File: src/rtl/rv_pkg.sv
// Shared definitions for the rv32i fetch front end.
// Holds the default address width, the reset and trap vectors, the sequential
// increment and history depth, and the next-PC select enum. The enum drives
// the pc_unit select mux and is also handy in debug traces.
package rv_pkg;

   localparam int          XLEN       = 32;
   localparam logic [31:0] RESET_VEC  = 32'h0000_0000;
   localparam logic [31:0] TRAP_VEC   = 32'h0000_0100;
   localparam int          PC_INC     = 4;
   localparam int          HIST_DEPTH = 2;

   // Source of the next PC, in no particular priority order
   typedef enum logic [2:0] {
      NPC_SEQ,
      NPC_HOLD,
      NPC_BR,
      NPC_JAL,
      NPC_JALR,
      NPC_TRAP
   } npc_sel_e;

endpackage

File: src/rtl/pc_history.sv
// Shift register of recently fetched PCs, each entry with its own valid bit.
// Ports:
//   clk, rst    clock and synchronous active-high reset
//   push        shift pc into entry 0; older entries move down one slot
//   flush       clear every valid bit; the stored PC values are kept
//   pc          PC to record on push
//   hist_pc     flattened entries, entry 0 (newest) in [XLEN-1:0]
//   hist_valid  per-entry valid, bit k belongs to entry k
module pc_history #(
   parameter int XLEN  = 32,
   parameter int DEPTH = 2
) (
   input  logic                    clk,
   input  logic                    rst,
   input  logic                    push,
   input  logic                    flush,
   input  logic [XLEN-1:0]         pc,
   output logic [DEPTH*XLEN-1:0]   hist_pc,
   output logic [DEPTH-1:0]        hist_valid
);

   logic [XLEN-1:0] entry [DEPTH];
   logic [DEPTH-1:0] valid;

   // Flush wins over push so that a redirect never records a squashed fetch.
   // Otherwise a push shifts PCs and valid bits down together, a 1 entering at 0.
   always_ff @(posedge clk) begin
      if (rst) begin
         for (int k = 0; k < DEPTH; k++) begin
            entry[k] <= '0;
         end
         valid <= '0;
      end else if (flush) begin
         valid <= '0;
      end else if (push) begin
         entry[0] <= pc;
         for (int k = 1; k < DEPTH; k++) begin
            entry[k] <= entry[k-1];
         end
         valid <= {valid[DEPTH-2:0], 1'b1};
      end
   end

   // Flatten the entry array onto the output bus
   for (genvar g = 0; g < DEPTH; g++) begin : g_flat
      assign hist_pc[g*XLEN +: XLEN] = entry[g];
   end

   assign hist_valid = valid;

endmodule

File: src/rtl/pc_unit.sv
// Fetch program counter for the rv32i core.
// Chooses the next PC by priority (trap, JALR, JAL, taken branch, sequential
// or hold), runs the valid/ready request to instruction memory, flags
// misaligned redirect targets by trapping, and keeps a short history of
// fetched PCs.
// Ports:
//   clk, rst                 clock and synchronous active-high reset
//   stall_i                  hold the PC and withdraw the fetch request
//   trap_i, jalr_i, jump_i   redirect requests, in falling priority
//   branch_i, branch_taken_i resolved branch and its outcome
//   target_i                 redirect target for JALR / JAL / branch
//   fetch_ready_i            instruction memory accepts the request
//   fetch_valid_o, fetch_pc_o  fetch request and its address (the PC)
//   redirect_o               redirect happening this cycle, flush upstream
//   misalign_o               one-cycle pulse after a misaligned target
//   misalign_addr_o          last misaligned target, held until the next one
//   hist_pc_o, hist_valid_o  fetched-PC history, entry 0 newest
module pc_unit #(
   parameter int               XLEN       = rv_pkg::XLEN,
   parameter logic [XLEN-1:0]  RESET_VEC  = rv_pkg::RESET_VEC,
   parameter logic [XLEN-1:0]  TRAP_VEC   = rv_pkg::TRAP_VEC,
   parameter int               PC_INC     = rv_pkg::PC_INC,
   parameter int               HIST_DEPTH = rv_pkg::HIST_DEPTH
) (
   input  logic                       clk,
   input  logic                       rst,
   input  logic                       stall_i,
   input  logic                       trap_i,
   input  logic                       jalr_i,
   input  logic                       jump_i,
   input  logic                       branch_i,
   input  logic                       branch_taken_i,
   input  logic [XLEN-1:0]            target_i,
   input  logic                       fetch_ready_i,
   output logic                       fetch_valid_o,
   output logic [XLEN-1:0]            fetch_pc_o,
   output logic                       redirect_o,
   output logic                       misalign_o,
   output logic [XLEN-1:0]            misalign_addr_o,
   output logic [HIST_DEPTH*XLEN-1:0] hist_pc_o,
   output logic [HIST_DEPTH-1:0]      hist_valid_o
);

   import rv_pkg::*;

   logic            rst_d;
   logic [XLEN-1:0] pc;
   logic [XLEN-1:0] next_pc;
   logic [XLEN-1:0] eff_target;
   logic            fire;
   logic            redirect;
   logic            misaligned;
   npc_sel_e        sel;

   // One-cycle delayed reset keeps the request low for the first cycle out of reset
   always_ff @(posedge clk) begin
      rst_d <= rst;
   end

   assign fetch_valid_o = !rst && !rst_d && !stall_i;
   assign fire          = fetch_valid_o && fetch_ready_i;
   assign fetch_pc_o    = pc;

   // Priority select of the next-PC source. JALR clears the target LSB before
   // the alignment check, so only bit 1 can make a JALR target misaligned.
   always_comb begin
      sel        = NPC_HOLD;
      eff_target = target_i;
      if (trap_i) begin
         sel = NPC_TRAP;
      end else if (jalr_i) begin
         sel        = NPC_JALR;
         eff_target = {target_i[XLEN-1:1], 1'b0};
      end else if (jump_i) begin
         sel = NPC_JAL;
      end else if (branch_i && branch_taken_i) begin
         sel = NPC_BR;
      end else if (fire) begin
         sel = NPC_SEQ;
      end
   end

   // Traps are never alignment-checked; the other redirects fall to TRAP_VEC
   // when their target is not word aligned.
   always_comb begin
      redirect   = 1'b0;
      misaligned = 1'b0;
      next_pc    = pc;
      case (sel)
         NPC_TRAP: begin
            redirect = 1'b1;
            next_pc  = TRAP_VEC;
         end
         NPC_JALR, NPC_JAL, NPC_BR: begin
            redirect   = 1'b1;
            misaligned = (eff_target[1:0] != 2'b00);
            next_pc    = misaligned ? TRAP_VEC : eff_target;
         end
         NPC_SEQ:  next_pc = pc + XLEN'(PC_INC);
         NPC_HOLD: next_pc = pc;
         default:  next_pc = pc;
      endcase
      if (rst) begin
         redirect   = 1'b0;
         misaligned = 1'b0;
      end
   end

   assign redirect_o = redirect;

   // PC register plus the misalignment pulse and the captured offending address
   always_ff @(posedge clk) begin
      if (rst) begin
         pc              <= RESET_VEC;
         misalign_o      <= 1'b0;
         misalign_addr_o <= '0;
      end else begin
         pc         <= next_pc;
         misalign_o <= misaligned;
         if (misaligned) begin
            misalign_addr_o <= eff_target;
         end
      end
   end

   // A fetch accepted in a redirect cycle is squashed, so it never enters history
   pc_history #(
      .XLEN  (XLEN),
      .DEPTH (HIST_DEPTH)
   ) u_history (
      .clk        (clk),
      .rst        (rst),
      .push       (fire && !redirect),
      .flush      (redirect),
      .pc         (pc),
      .hist_pc    (hist_pc_o),
      .hist_valid (hist_valid_o)
   );

endmodule

File: config.mk
export PLATFORM = sky130hd
export DESIGN_NAME = pc_unit
export DESIGN_NICKNAME = d
export VERILOG_FILES = /design/src/rtl/rv_pkg.sv /design/src/rtl/pc_history.sv /design/src/rtl/pc_unit.sv
export SDC_FILE = /design/constraint.sdc
export NUM_CORES = 1
export LEC_CHECK = 0
export BUFFER_PORTS_ARGS = -buffer_cell sky130_fd_sc_hd__buf_2
export CAP_MARGIN = 20
export CORE_AREA = 3 3 132 134
export DETAILED_ROUTE_END_ITERATION = 10
export DIE_AREA = 0 0 135 137
export HOLD_SLACK_MARGIN = 0.08
export PLACE_DENSITY_LB_ADDON = 0.15
export SLEW_MARGIN = 10
export SYNTH_ARGS = -nofsm -noshare
export SYNTH_HDL_FRONTEND = slang
export SYNTH_HIERARCHICAL = 1
export SYNTH_SLANG_ARGS = --single-unit
File: constraint.sdc
create_clock -name clk -period 2.3 [get_ports clk]
set_input_delay 0 -clock clk [delete_from_list [all_inputs] [get_ports clk]]
set_output_delay 0 -clock clk [all_outputs]
set_load 0.01 [all_outputs]
### After elaboration in Yosys (flattened, before gate mapping)

Memories as Yosys holds them, arrays and structs flattened.
Cells that the tools add are included.

* ROM bits: 0
* register bits after elaboration: 68
* latch bits: 0
* input bits: 41
* memories kept: 1
* memory bits (writable): 64

* muxes and demuxes: 21
* add/subtract/negate cells: 1
* bitwise logic cells: 2
* shift operators: 0
* eq/ne operators: 4
* $lt $le $gt $ge: 0
* reductions and logical operators: 15
* multipliers: 0
* div/mod/pow operators: 0

Memory list
* u_history.entry: depth 2, bits a word 32, rd ports 2, clocked after memory_dff 0, write ports 2, line pc_history.sv:22 `logic [XLEN-1:0] entry [DEPTH];`

Operators with widths (number)
* $mux W32: 3
* $pmux W32 S3: 1
* $add A32 B3 Y32 const B: 1
* $mux W1: 13
* $eq A3 B2 Y1 const B: 2
* $eq A3 B3 Y1 const B: 2
* $mux W3: 2
* $logic_and A1 B1 Y1: 5
* $logic_not A1 Y1: 4
* $mux W2: 2
* $reduce_or A4 Y1: 1
* $logic_not A3 Y1: 1
* $reduce_bool A3 Y1: 1
* $reduce_or A3 Y1: 1
* $or A1 B1 Y1: 2
* $reduce_bool A2 Y1: 1
* $reduce_or A2 Y1: 1

### Depth between registers and ports, before layout

* depth after elaboration: 20
* depth in mapped cells: 7
* mapped depth without buffers: 6

### By module

The synthesis kept the hierarchy.

Modules (own cells, without submodules)
* pc_unit: times used 1, area an instance 3175.5 sq um, cells an instance 376
* pc_history: times used 1, area an instance 2513.7 sq um, cells an instance 143

### Worst setup path after synthesis

Ideal clock, no wire load.

* kind: register to register
* from: reg rst_d
* to: mem u_history.entry[0][0] (enable)
* slack: -162 ps
* stages on the path, launching flop included: 6
* arrival time: 2070 ps
* setup time: 393 ps
* clock period less this slack: 2462 ps
* path buffers: 1
* data required time: 1907 ps
* path through: dfxtp_1 -> nor4b_1 -> clkbuf_8 -> nand2_1 -> inv_1 -> a21o_2

RTL lines
* start: declaration: line pc_unit.sv:46 `logic rst_d;`
* start signal: assignment: line pc_unit.sv:57 `rst_d <= rst;`
* end: declaration: line pc_history.sv:22

### Worst setup path after layout

* from: reg pc[4], in the netlist fetch_pc_o[4]
* to: reg pc[25], in the netlist fetch_pc_o[25]

* longest elaborated chain between the ends: 2

RTL lines
* start: declaration: line pc_unit.sv:47 `logic [XLEN-1:0] pc;`
* start signal: assignment: line pc_unit.sv:118 `pc <= next_pc;`
* $add A32 B3 Y32: line pc_unit.sv:99 `NPC_SEQ: next_pc = pc + XLEN'(PC_INC);`
* $pmux W32 S3: line pc_unit.sv:89 `case (sel)`

Every way passes these cells.
A chain may end at the register's enable or synchronous reset.

==> results_dict.tcl <==
set metrics [dict create \
    status "finished, final reports clean" \
    finalCritPeriodShare_pct 94.8 \
    tritoncts_num_sinks 132 \
    min_period_ps 2180 \
    grt_overflow_total 0 \
    crit-reg2reg-capture "fetch_pc_o[25]$_SDFFE_PP0P_" \
    grt_antenna_before_repair 0 \
    clock_tree.buffer_depth 2 \
    post_synth_most_frequent_cells "81 x nand2_1, 68 x dfxtp_1, 64 x edfxtp_1" \
    synth_enable_flop_cells 64 \
    cts-buffers-inserted 17 \
    critical_path.reg2reg.startpoint "fetch_pc_o[4]$_SDFFE_PP0P_" \
    die_w_um 135 \
    worstSkewPairLatency_ps 420 \
    layout.nets 782 \
    drt-vias-per-instance 4.85 \
    critPathArrivalTime_ps 2510 \
    setup.reg_to_reg.worst_slack_ps 120 \
    htreeDepth 4 \
    critical_path.slowest_cell "nor2_2" \
    critical_path.startpoint_type "flop" \
    fin_skew_ps 6.34 \
    synthTopCellsByArea "edfxtp_1 34%, dfxtp_1 24%, and2_2 7.0%" \
    met2_usage_pct 27.6 \
    post_cts.repair.setup_buffers 0 \
    worst_slew_margin_rel_pct 33.9 \
    postRouteWirelength_um 16700 \
    clk_pin_slew_ps 50 \
    power.leakage_uw 0.00349 \
    setup.worst_path.end "fetch_pc_o[25]$_SDFFE_PP0P_" \
    grt_setup_unrepaired "false" \
    final_cells 973 \
    grt_most_used_layer "met2" \
    cts.root.buffer_cell "clkbuf_16" \
    maxCapViolCount 0 \
    synth_async_sr_flop_share_pct 0 \
    standard_cell_row_count 47 \
    core_area_um2 16400 \
    tritoncts "built" \
    min_from "jalr_i" \
    postRouteAntennaNets 0 \
    clock.fmax_ghz 0.459 \
    holdWs_ps 109 \
    detailed_routing_iteration_count_for_the_pre_antenna_repair_pass 5 \
    number_of_different_library_cells_in_the_post_synthesis_netlist 57 \
    globalRouteMet3Util_pct 5.63 \
    grt_util_all_layers_pct 18.0 \
    global_route_wire_length_before_repair_um 25600 \
    netlist.area_leader.share_pct 33.8 \
    insertedDiodeCount 0 \
    dp_cells 897 \
    totalNegativeSetupSlack_ps 0 \
    use_met1_pct 24.6 \
    synth_top_cell_by_area "edfxtp_1" \
    dieArea_um2 18500 \
    syn-mean-instance-area_um2 11.0 \
    cp.required_ps 2630 \
    postSynth.topFlopCell "dfxtp_1" \
    area_growth_pct 39.6 \
    io-pin-count 174 \
    drc 0 \
    finalHoldViolations 0 \
    synth_seq_cells 132 \
    grt_max_degree 65 \
    final_setup_violation_count 0 \
    path_class "reg -> reg" \
    worst_margin_slew_ps 990 \
    power.ir.vdd_worst_mv 0.474 \
    routed_wire_length_per_instance_um 17.1 \
    critical_path.cell_chain "nand4_1 -> nor2_2 -> nor4b_2 -> o21ai_0 -> a211oi_1" \
    port_buffers 173 \
    yosys_warnings 6 \
    die_y_extent_um 137 \
    timing.critical_path.slowest_cell_delay_ps 520 \
    starting_density_of_the_core_pct 34.7 \
    worst_setup_path_startpoint "fetch_pc_o[4]$_SDFFE_PP0P_" \
    synth_seq_area_share_pct 57.7 \
    post_route_cells_drive_above_1_share_pct 39.0 \
    netlist_instances 519 \
    drv_slew 0 \
    total_power_divided_by_cell_area_nw_per_um2 769 \
    synth_fp_nets 561 \
    cp_max_fo 10 \
    synth_area_um2 5690 \
    dp.final_hpwl_um 11900 \
    r2r_cells 5 \
    layout.filler_cells 1512 \
    grt_pass1_vias 4610 \
    detailedRoute.firstIterationViolations 272 \
    routed-via-count 4715 \
    worst_setup_path_end_kind "flop" \
    placer_s_final_routability_congestion_estimate 0.866 \
    synthMostInstantiatedCell "nand2_1" \
    hold_path.class "in -> reg" \
]
-- power by group --
part           internal [µW]  total (µW)  switching, µW
logic                    207         475            268
registers               2540        2600           52.1
clock network           2030        3040           1010
-- final cells by class --
class                   instances  area, µm²  area share [%]
well taps                     220        275            3.47
clock inverters                14        233            2.93
multi-input cells             350       2220            28.0
flip-flops and latches        132       3280            41.3
inverters                       5       18.8           0.236
repair buffers                234       1480            18.7
clock buffers                  18        429            5.40
-- per-layer routing --
| metal | share of wire (%) | vias up | routed length [µm] |
|---|---|---|---|
| li1 | - | 2300 | - |
| met1 | 46 | 2196 | 7690 |
| met2 | 45 | 196 | 7520 |
| met3 | 7.4 | 23 | 1230 |
| met4 | 1.3 | 0 | 212 |
| met5 | 0 | - | 0 |
-- what timing repair did --
item	CTS	global route
hold endpoints to repair	63	0
hold buffers	44	0
resized for setup	0	1
setup endpoints to repair	0	6
-- cells by family after synthesis --
kind of cell / count (synthesis) / share of synthesized area [%]
xor gates and xnor gates: 13 / 2.00
DFF: 132 / 57.7
adders and majority gates: 1 / 0.220
buffers and inverters: 37 / 3.56
AOI/OAI and AO/OA: 101 / 12.1
muxes: 1 / 0.176
and+or+nand+nor: 234 / 24.2
-- flip-flops by register name (all words and copies together) (netlist names) --
register,count
fetch_pc_o,32
rst_d,1
u_history/entry,64
misalign_o,1
misalign_addr_o,32
u_history/hist_valid,2
-- worst max-delay path: cells and delay by family (launching register included) --
family / cells / cell delay (ps)
AND/OR/NAND/NOR: 3 / 1240
flip-flops: 1 / 510
AO/OA/AOI/OAI: 2 / 340
-- placed cells by master, fill, tap and decap left out, types with 3 or more instances in the layout --
| cell | count |
|---|---|
| and4_1 | 3 |
| dlygate4sd3_1 | 44 |
| o21ai_0 | 3 |
| nor2_1 | 18 |
| inv_1 | 5 |
| bufinv_16 | 6 |
| and2_2 | 53 |
| xnor2_1 | 7 |
| a221oi_1 | 3 |
| o21a_1 | 3 |
| edfxtp_1 | 64 |
| a21oi_1 | 49 |
| clkinv_2 | 3 |
| buf_4 | 13 |
| a41o_1 | 4 |
| a31oi_1 | 3 |
| nor3_1 | 18 |
| nand3_1 | 11 |
| a21o_1 | 3 |
| and2_1 | 14 |
| xor2_1 | 6 |
| nand2_1 | 81 |
| buf_2 | 173 |
| clkbuf_16 | 17 |
| nand4_1 | 12 |
| dfxtp_1 | 68 |
| a211oi_1 | 5 |
| a22o_1 | 11 |
| buf_12 | 4 |
-- how the worst min path moves through the flow --
| stage | endpoint | cells after the start | slack, ps |
|---|---|---|---|
| 3_3_place_gp | fetch_pc_o[20]$_SDFFE_PP0P_ | 2 | 250 |
| 4_1_cts | fetch_pc_o[31]$_SDFFE_PP0P_ | 5 | 90 |
| 5_1_grt | fetch_pc_o[31]$_SDFFE_PP0P_ | 5 | 130 |
| 6_report | fetch_pc_o[31]$_SDFFE_PP0P_ | 5 | 110 |
| 2_1_floorplan | rst_d$_DFF_P_ | 0 | 30 |
| 3_5_place_dp | fetch_pc_o[30]$_SDFFE_PP0P_ | 2 | 260 |
-- metrics by stage --
step	worst slack, ps	total power (µW)	util (%)	cell area [µm²]
final	119	6110	48.4	7940
after floorplan	171	2840	-	5700
after detailed placement	178	3070	41.7	6840
after global placement	224	3060	41.7	6840
after global routing	17.8	6320	48.4	7940
after CTS	43.0	6170	48.4	7940
Note: power is estimated with default switching activity, not from simulation.
